<file path="src/rtl/writeback_reg_r_pkg.sv">
// Shared encodings for the writeback stage: instruction classes, register
// numbers with special meaning, and the load-wait state machine states.
package writeback_reg_r_pkg;

  localparam logic [2:0] CLS_DP_REG = 3'b000;
  localparam logic [2:0] CLS_DP_IMM = 3'b001;
  localparam logic [2:0] CLS_LDST   = 3'b010;
  localparam logic [2:0] CLS_BRANCH = 3'b101;

  // TST/TEQ/CMP/CMN only set flags and never write a register
  localparam logic [3:0] CMP_OP_LO = 4'b1000;
  localparam logic [3:0] CMP_OP_HI = 4'b1011;

  localparam logic [3:0] PC_REG = 4'd15;
  localparam logic [3:0] LR_REG = 4'd14;

  typedef enum logic [0:0] {
    IDLE      = 1'b0,
    LOAD_WAIT = 1'b1
  } wb_state_e;

endpackage

</file>
<file path="src/rtl/writeback_reg_r_classify.sv">
// Combinational decode of a retiring ARM instruction into its writeback class.
module wb_classify
  import writeback_reg_r_pkg::*;
(
  input  logic [31:0] inst,
  output logic        is_load,
  output logic        writes_rd,
  output logic        is_bl
);

  logic [2:0] cls_s;
  logic [3:0] op_s;
  logic       unused_s;

  assign cls_s    = inst[27:25];
  assign op_s     = inst[24:21];
  assign unused_s = ^{inst[31:28], inst[19:0]};

  // Class decode; every class not listed retires without a register write
  always_comb begin
    is_load   = 1'b0;
    writes_rd = 1'b0;
    is_bl     = 1'b0;
    case (cls_s)
      CLS_DP_REG, CLS_DP_IMM: begin
        if ((op_s >= CMP_OP_LO) && (op_s <= CMP_OP_HI)) begin
          writes_rd = 1'b0;
        end else begin
          writes_rd = 1'b1;
        end
      end
      CLS_LDST:   is_load = inst[20];
      CLS_BRANCH: is_bl   = inst[24];
      default: begin
        is_load   = 1'b0;
        writes_rd = 1'b0;
        is_bl     = 1'b0;
      end
    endcase
  end

endmodule

</file>
<file path="src/rtl/writeback_reg_r.sv">
// Writeback stage: retires instructions, waits for load data, and turns any
// write to r15 into a PC redirect with a pipeline flush.
module writeback_reg_r
  import writeback_reg_r_pkg::*;
#(
  parameter int LOAD_TIMEOUT = 16,
  parameter int CNT_W        = 5
) (
  input  logic        clk_i,
  input  logic        reset_i,
  input  logic        valid_i,
  input  logic        flush_i,
  input  logic        stall_i,
  input  logic [31:0] inst_i,
  input  logic [31:0] pc_i,
  input  logic [31:0] alu_result_i,
  input  logic [3:0]  rd_addr_i,
  input  logic [31:0] mem_rdata_i,
  input  logic        mem_rvalid_i,
  output logic [31:0] wb_data_o,
  output logic [3:0]  wb_addr_o,
  output logic        wb_en_o,
  output logic        valid_o,
  output logic        stall_o,
  output logic        flush_o,
  output logic        pc_redirect_o,
  output logic [31:0] pc_target_o,
  output logic        err_o
);

  localparam logic [CNT_W-1:0] CNT_LAST = CNT_W'(LOAD_TIMEOUT - 1);

  wb_state_e        state_r, state_nx_s;
  logic [CNT_W-1:0] cnt_r, cnt_nx_s;
  logic [3:0]       ld_rd_r, ld_rd_nx_s;
  logic             err_nx_s;
  logic             accept_s, retire_s, write_s, redirect_s, wen_s;
  logic [3:0]       addr_s;
  logic [31:0]      data_s;
  logic             is_load_s, writes_rd_s, is_bl_s;

  wb_classify u_classify (
    .inst      (inst_i),
    .is_load   (is_load_s),
    .writes_rd (writes_rd_s),
    .is_bl     (is_bl_s)
  );

  assign accept_s = valid_i & ~flush_i & ~stall_i & (state_r == IDLE);
  assign stall_o  = (state_r == LOAD_WAIT);

  // Next-state, counter and retirement decision for this cycle
  always_comb begin
    state_nx_s = state_r;
    cnt_nx_s   = cnt_r;
    ld_rd_nx_s = ld_rd_r;
    err_nx_s   = err_o;
    retire_s   = 1'b0;
    write_s    = 1'b0;
    addr_s     = wb_addr_o;
    data_s     = wb_data_o;
    case (state_r)
      IDLE: begin
        if (accept_s && is_load_s) begin
          state_nx_s = LOAD_WAIT;
          cnt_nx_s   = {CNT_W{1'b0}};
          ld_rd_nx_s = rd_addr_i;
        end else if (accept_s) begin
          retire_s = 1'b1;
          if (is_bl_s) begin
            write_s = 1'b1;
            addr_s  = LR_REG;
            data_s  = pc_i + 32'd4;
          end else if (writes_rd_s) begin
            write_s = 1'b1;
            addr_s  = rd_addr_i;
            data_s  = alu_result_i;
          end else begin
            write_s = 1'b0;
          end
        end else begin
          state_nx_s = IDLE;
        end
      end
      LOAD_WAIT: begin
        cnt_nx_s = cnt_r + CNT_W'(1);
        // A response on the final wait cycle still completes the load
        if (mem_rvalid_i) begin
          state_nx_s = IDLE;
          retire_s   = 1'b1;
          write_s    = 1'b1;
          addr_s     = ld_rd_r;
          data_s     = mem_rdata_i;
        end else if (cnt_r == CNT_LAST) begin
          state_nx_s = IDLE;
          err_nx_s   = 1'b1;
        end else begin
          state_nx_s = LOAD_WAIT;
        end
      end
      default: state_nx_s = IDLE;
    endcase
  end

  assign redirect_s = write_s & (addr_s == PC_REG);
  assign wen_s      = write_s & ~redirect_s;

  // State, counter and registered outputs
  always_ff @(posedge clk_i) begin
    if (reset_i) begin
      state_r       <= IDLE;
      cnt_r         <= {CNT_W{1'b0}};
      ld_rd_r       <= 4'd0;
      err_o         <= 1'b0;
      valid_o       <= 1'b0;
      wb_en_o       <= 1'b0;
      wb_addr_o     <= 4'd0;
      wb_data_o     <= 32'd0;
      flush_o       <= 1'b0;
      pc_redirect_o <= 1'b0;
      pc_target_o   <= 32'd0;
    end else begin
      state_r       <= state_nx_s;
      cnt_r         <= cnt_nx_s;
      ld_rd_r       <= ld_rd_nx_s;
      err_o         <= err_nx_s;
      valid_o       <= retire_s;
      wb_en_o       <= wen_s;
      wb_addr_o     <= addr_s;
      wb_data_o     <= data_s;
      flush_o       <= redirect_s;
      pc_redirect_o <= redirect_s;
      pc_target_o   <= redirect_s ? data_s : pc_target_o;
    end
  end

endmodule
</file>
<file path="config.mk">
export PLATFORM = sky130hd
export DESIGN_NAME = writeback_reg_r
export DESIGN_NICKNAME = d
export VERILOG_FILES = /design/src/rtl/writeback_reg_r_pkg.sv /design/src/rtl/writeback_reg_r_classify.sv /design/src/rtl/writeback_reg_r.sv
export SDC_FILE = /design/constraint.sdc
export NUM_CORES = 1
export LEC_CHECK = 0
export CAP_MARGIN = 20
export CORE_MARGIN = 5
export CORE_UTILIZATION = 38
export CTS_CLUSTER_SIZE = 24
export DETAILED_ROUTE_END_ITERATION = 8
export GPL_TIMING_DRIVEN = 0
export HOLD_SLACK_MARGIN = 0.12
export PLACE_DENSITY_LB_ADDON = 0.1
export SLEW_MARGIN = 20
export SYNTH_ARGS = -nofsm -noshare
export SYNTH_HDL_FRONTEND = slang
export SYNTH_SLANG_ARGS = --single-unit
</file>
<file path="constraint.sdc">
create_clock -name clk_i -period 2.5 [get_ports clk_i]
set_input_delay 0.5 -clock clk_i [delete_from_list [all_inputs] [get_ports clk_i]]
set_output_delay 0.5 -clock clk_i [all_outputs]
set_load 0.03 [all_outputs]
</file>
* Word level (Yosys, flattened, before mapping)
Index checks and enable logic that the tools add are counted.
** Word-level totals
- Input bits :: 138
- Register bits after elaboration :: 82
- Output and inout port bits :: 74
- Logic and storage cells :: 67
** Cells by class
- Reduce and logical (&&, ||, !) cells :: 6
- Eq/ne operators :: 6
- Order comparisons :: 2
- Mux-type cells :: 31
- Add/sub/neg operators :: 2
- Bitwise operators :: 10
** Operator list (number)
- $mux 32 :: 5
- $pmux 32 s2 :: 1
- $add 32x3->32 const B :: 1
- $mux 4 :: 5
- $mux 1 :: 14
- $pmux 5 s2 :: 1
- $pmux 4 s2 :: 1
- $pmux 1 s2 :: 3
- $add 5x1->5 const B :: 1
- $and 1x1->1 :: 5
- $eq 5x4->1 const B :: 1
- $mux 5 :: 1
- $not 1->1 :: 5
- $eq 4x4->1 const B :: 1
- $ge 4x4->1 const B :: 1
- $le 4x4->1 const B :: 1
- $eq 3x1->1 const B :: 1
- $eq 3x2->1 const B :: 1
- $eq 3x3->1 const B :: 1
- $logic_not 3->1 :: 1
- $reduce_and 3->1 :: 1
- $logic_and 1x1->1 :: 2
- $ne 2x1->1 const B :: 1
- $reduce_and 2->1 :: 1
- $reduce_or 2->1 :: 1

* Longest topological paths before layout
- Depth in word-level cells :: 13
- Mapped depth :: 10
- Gate-level depth less buffers :: 7

* By module
From an unflattened synthesis, not the netlist that was laid out.
** Second synthesis, totals
- Cell total of the unflattened synthesis :: 590
- Area, all modules :: 4817.1 um^2
** By module, submodules not included
- writeback_reg_r :: times used 1, area an instance 4783.3 um^2, cells each 586, seq. area each 1641.6 um^2
- wb_classify :: times used 1, area an instance 33.8 um^2, cells each 4, seq. area each 0.0 um^2

* Worst setup path after synthesis
OpenSTA, ideal clock, no wires.
- Path type :: register to register
- Start :: reg state_r (netlist: stall_o)
- End :: reg pc_target_o[26]
- Setup slack :: -0.226 ns
- Cell stages (with the launch flop) :: 9
- Period minus slack after synthesis :: 2.726 ns
- Required time :: 2.386 ns
- Buffers on the path :: 2
- Data arrival time :: 2.612 ns
- Library setup time :: 0.114 ns
- Cell sequence :: dfxtp_1 buf_2 or4b_1 or4_4 a221oi_4 nand3b_2 clkbuf_1 and3_1 a21o_1
** Between the ends
- Cells in the longest elaborated chain, start to end :: 7
- Elaborated cells between the ends (all ways) :: 14
- Classes of those cells :: eq/ne (1); mux (9); bitwise (3); reduce/logical (1)
** Ends and longest elaborated chain
- start: declaration :: RTL line writeback_reg_r.sv:33 : wb_state_e state_r, state_nx_s;
- start signal: assignment :: RTL line writeback_reg_r.sv:123 : state_r <= state_nx_s;
- $not 1->1
- $and 1x1->1 :: RTL line writeback_reg_r.sv:49 : assign accept_s = valid_i & ~flush_i & ~stall_i & (state_r == IDLE);
- $mux 4 / $logic_and 1x1->1 (equally long branches) :: RTL line writeback_reg_r.sv:68, writeback_reg_r.sv:64
- $mux 4 :: RTL line writeback_reg_r.sv:64 : if (accept_s && is_load_s) begin
- $pmux 4 s2 :: RTL line writeback_reg_r.sv:62 : case (state_r)
- $eq 4x4->1 :: RTL line writeback_reg_r.sv:105 : assign redirect_s = write_s & (addr_s == PC_REG);
- $and 1x1->1 :: RTL line writeback_reg_r.sv:105
- end signal: assignment :: RTL line writeback_reg_r.sv:133 : pc_target_o <= redirect_s ? data_s : pc_target_o;
- end: declaration :: RTL line writeback_reg_r.sv:27 : output logic [31:0] pc_target_o,
Parallel ways exist; a longest one is shown, timed or not.
A chain may end at the register's enable or synchronous reset.

* Worst setup path after layout
- Start :: reg state_r (netlist: stall_o)
- End :: reg wb_data_o[8]
** Between the ends
- Cells in the longest elaborated chain, start to end :: 5
- Elaborated cells between the ends (all ways) :: 6
- Classes of those cells :: mux (3); bitwise (2); reduce/logical (1)
** Ends and longest elaborated chain
- $not 1->1
- $and 1x1->1 :: RTL line writeback_reg_r.sv:49
- $mux 32 / $logic_and 1x1->1 (equally long branches) :: RTL line writeback_reg_r.sv:68, writeback_reg_r.sv:64
- $mux 32 :: RTL line writeback_reg_r.sv:64
- $pmux 32 s2 * :: RTL line writeback_reg_r.sv:62
- end signal: assignment :: RTL line writeback_reg_r.sv:130 : wb_data_o <= data_s;
- end: declaration :: RTL line writeback_reg_r.sv:20 : output logic [31:0] wb_data_o,
Every way passes the cells marked *; elsewhere a longest branch is shown, timed or not.

==> results.py <==
metrics = {
    "floorplan": {
        "design.core.area_um2": 11960,
        "core.rowCount": 40,
        "die_y_um": 120.4,
        "die_w_um": 120.4,
        "design.portCount": 212,
        "die_area_um2": 14490,
        "initial_utilization_pct": 38.69,
    },
    "yosys": {
        "ys_seq_area_share_pct": 35.47,
        "avgSynthCellArea_um2": 8.651,
        "synth.distinct_cells": 66,
        "syn_area_um2": 4628,
        "syn-num-nets": 676,
        "ys.warnings.count": 0,
        "syn-instance-count": 535,
        "ffs_latches_synth": 82,
        "number_of_synthesized_flops_with_an_enable_pin": 0,
        "ys.flop_type": "sky130_fd_sc_hd__dfxtp_1",
        "ys_async_sr_fraction_pct": 0,
    },
    "drt": {
        "wire_per_inst_um": 22.76,
        "finalWirelength_um": 20350,
        "drt_pass1_iterations": 6,
        "detailedRoute.firstIterationViolations": 508,
        "route.detailed.vias_per_inst": 6.139,
        "dr_total_vias": 5488,
        "detail-route-antenna-nets": 0,
        "drc": 0,
    },
    "power_and_ir_drop": {
        "internal_power_uw": 2464,
        "switching_power_uw": 869.9,
        "swShare_pct": 26.09,
        "seqPwrFrac_pct": 40.7,
        "p_clk_share_pct": 41.3,
        "p_per_area_nw_per_um2": 442.7,
        "power_leakage_uw": 0.002959,
        "finalPower_uw": 3334,
        "vdd_ir_drop_max_v": 0.0003713,
        "power_frac_comb_pct": 18.0,
    },
    "layout": {
        "fillers": 1030,
        "multiInputGateArea_um2": 3069,
        "area.sequential_um2": 1645,
        "most_used_cells_in_the_layout_excluding_fill_and_tap_cells": "sky130_fd_sc_hd__clkdlybuf4s50_1 (168), sky130_fd_sc_hd__dfxtp_1 (81), sky130_fd_sc_hd__nand2_1 (39)",
        "final_net_count": 883,
        "antenna_cells_inserted": 0,
        "area.growth.synth_to_final_pct": 62.75,
        "final_core_utilization_pct": 62.97,
        "layout.cells.most_common": "sky130_fd_sc_hd__clkdlybuf4s50_1",
        "layout.cells.non_filler": 894,
        "final_layout_size_suffix_gt1_share_pct": 17.27,
    },
    "clock_tree": {
        "num_cts_buffers": 9,
        "clkTransAtPathRegs_ns": 0.06,
        "clock-root-buffer": "sky130_fd_sc_hd__clkbuf_16",
        "clock_path_buffers": 2,
        "cts_max_level": 3,
        "cts_tree": "built",
        "cts.sink_count": 82,
        "insertion_delay_ns": 0.35,
    },
    "min_path": {
        "min_path_type": "reg2reg",
        "hold_start": "pc_target_o[5]",
        "min_path_cells": 2,
    },
    "place": {
        "port_buffers": 184,
        "place.detailed.hpwl_um": 14710,
        "globalplace.congestion": 0.9377,
        "numPlacedInstances": 866,
    },
    "critical_path": {
        "path_buf_inv": 2,
        "timing.rr.start": "stall_o",
        "worst-path-max-fanout": 10,
        "timing.critical_path.to_type": "flip-flop",
        "path_depth": 7,
        "cpLargestDelayFamily": "simple AND/OR/NAND/NOR gates",
        "rr_worst_depth": 7,
        "path_common_cell": "sky130_fd_sc_hd__clkbuf_2",
        "cp_cell_sequence": "nor4b_2, clkbuf_2, nand3_1, clkbuf_2, o21a_1, a32o_1, and2_1",
        "worstSetupPathType": "reg2reg",
        "critical_path_arrival_ns": 2.76,
        "worstSetupStartpointType": "flip-flop",
        "cp.required_ns": 2.74,
        "crit_path_top_delay_cell": "sky130_fd_sc_hd__nor4b_2",
        "worst_path_largest_cell_delay_ns": 0.52,
        "crit_start": "stall_o",
    },
    "timing": {
        "hold_violations": 0,
        "timing.final.max_slew_violations": 0,
        "slew_headroom_pct": 38.84,
        "rsz0062_at_grt": "true",
        "setup_viol": 6,
        "pnr_worst_setup_slack_ns": -0.01814,
        "tightestPinTransition_ns": 0.9174,
        "achievable-frequency_ghz": 0.3971,
        "fin_setup_tns_ns": -0.05951,
        "post-route-min-period_ns": 2.518,
        "fin_crit_sh_pct": 100.7,
        "finClkSkew_ns": 0.006451,
    },
    "global_routing": {
        "antenna_found_initial": 0,
        "overflow": 0,
        "global_route.usage.total_pct": 26.80,
        "grt_max_degree": 13,
        "grt_pass1_vias": 5614,
        "wire_length_of_the_first_global_routing_pass_um": 30010,
    },
    "job": {
        "cap_violations": 0,
    },
    "status": {
        "violations": "negative setup slack",
        "outcome": "finished, violations left",
    },
}
## cell type report
type / instances / area share, %
well taps: 147 / 2.442
repair buffers: 201 / 27.36
flip-flops and latches: 82 / 21.84
plain buffers: 36 / 3.239
inverters: 8 / 0.3987
clock buffers: 14 / 3.505
multi-input cells: 404 / 40.75
clock inverters: 2 / 0.4651
## Yosys cell counts (5+ instances only)
cell,n,area [µm²]
sky130_fd_sc_hd__nand3_1,22,110.1
sky130_fd_sc_hd__nand4_1,6,37.54
sky130_fd_sc_hd__o221ai_1,22,192.7
sky130_fd_sc_hd__a222oi_1,9,90.09
sky130_fd_sc_hd__nor2_1,31,116.4
sky130_fd_sc_hd__inv_1,8,30.03
sky130_fd_sc_hd__nor3_1,14,70.07
sky130_fd_sc_hd__mux2i_1,18,180.2
sky130_fd_sc_hd__a211oi_1,6,45.04
sky130_fd_sc_hd__and3_1,30,187.7
sky130_fd_sc_hd__o21a_1,5,37.54
sky130_fd_sc_hd__xor2_1,5,43.79
sky130_fd_sc_hd__mux2_2,18,202.7
sky130_fd_sc_hd__clkbuf_1,26,97.59
sky130_fd_sc_hd__buf_2,8,40.04
sky130_fd_sc_hd__dfxtp_1,82,1642
sky130_fd_sc_hd__o21ai_0,14,70.07
sky130_fd_sc_hd__a21o_1,25,187.7
sky130_fd_sc_hd__xnor2_1,12,105.1
sky130_fd_sc_hd__and2_1,6,37.54
sky130_fd_sc_hd__a21oi_1,33,165.2
sky130_fd_sc_hd__nor4_1,5,31.28
sky130_fd_sc_hd__nand2_1,39,146.4
sky130_fd_sc_hd__o22ai_1,8,50.05
sky130_fd_sc_hd__a31oi_1,6,37.54
## stage by stage
stage / instance area (µm²) / setup slack, ns / hold slack (ns)
6_report: 7532 / -0.01814 / 0.4567
5_1_grt: 7532 / -0.1665 / 0.4836
4_1_cts: 7274 / -0.07981 / 0.4601
3_5_place_dp: 6713 / -1.147 / 0.4522
3_3_place_gp: 6713 / -1.133 / 0.4407
2_1_floorplan: 4687 / -0.1118 / 0.4329
## worst min-delay path: stages (launching register included)
cell and delay (ns):
sky130_fd_sc_hd__dfxtp_1 0.31, sky130_fd_sc_hd__nand2_1 0.05, sky130_fd_sc_hd__o21ai_1 0.05
## flip-flops by register name, summed over array words and instances (netlist names)
signal and count:
valid_o 1, cnt_r 5, wb_data_o 32, pc_redirect_o 1
wb_addr_o 4, err_o 1, stall_o 1, pc_target_o 32
ld_rd_r 4, wb_en_o 1
## worst paths after layout
path,slack (ns),to
worst max-delay path,-0.02,wb_data_o[8]
worst min-delay path,0.46,pc_target_o[5]
worst max register to register,-0.02,wb_data_o[8]
worst min register to register,0.46,pc_target_o[5]
## power groups by stage
stage                     logic [µW]  clock network, µW  registers [µW]
after detailed placement         569                  0            1380
after global placement           564                  0            1380
after CTS                        581               1380            1360
after global routing             631               1440            1360
final                            601               1380            1360
after floorplan                  196                  0            1430
## routing by layer
layer | part of all wire (%) | up-vias | track usage, % | wire length, µm
met1 | 39 | 2638 | 31.57 | 7924
met2 | 48 | 316 | 45.86 | 9666
li1 | - | 2482 | - | -
met3 | 10 | 52 | 7.063 | 2118
met4 | 3.2 | 0 | 11.54 | 641
met5 | 0 | - | 0 | 0
## kinds of logic (layout without fill, tap and decap cells)
group           Yosys count  in the layout  share of synthesized area (%)
compound gates          169            169                          27.01
xor+xnor                 17             17                          3.217
fa+ha+maj                 3              3                         0.8111
buf+inv                  49            261                          4.515
flops                    82             82                          35.47
mux                      36             36                          8.272
simple gates            179            179                          20.71
## timing repair
action / in CTS / in global routing
gates cloned: 2 / 2
gates resized for setup: 50 / 51
setup buffers: 12 / 2
pin swaps: 18 / 18
endpoints found under the setup margin: 74 / 49
hold buffers: 0 / 0
Power figures use the tool's default switching activity.
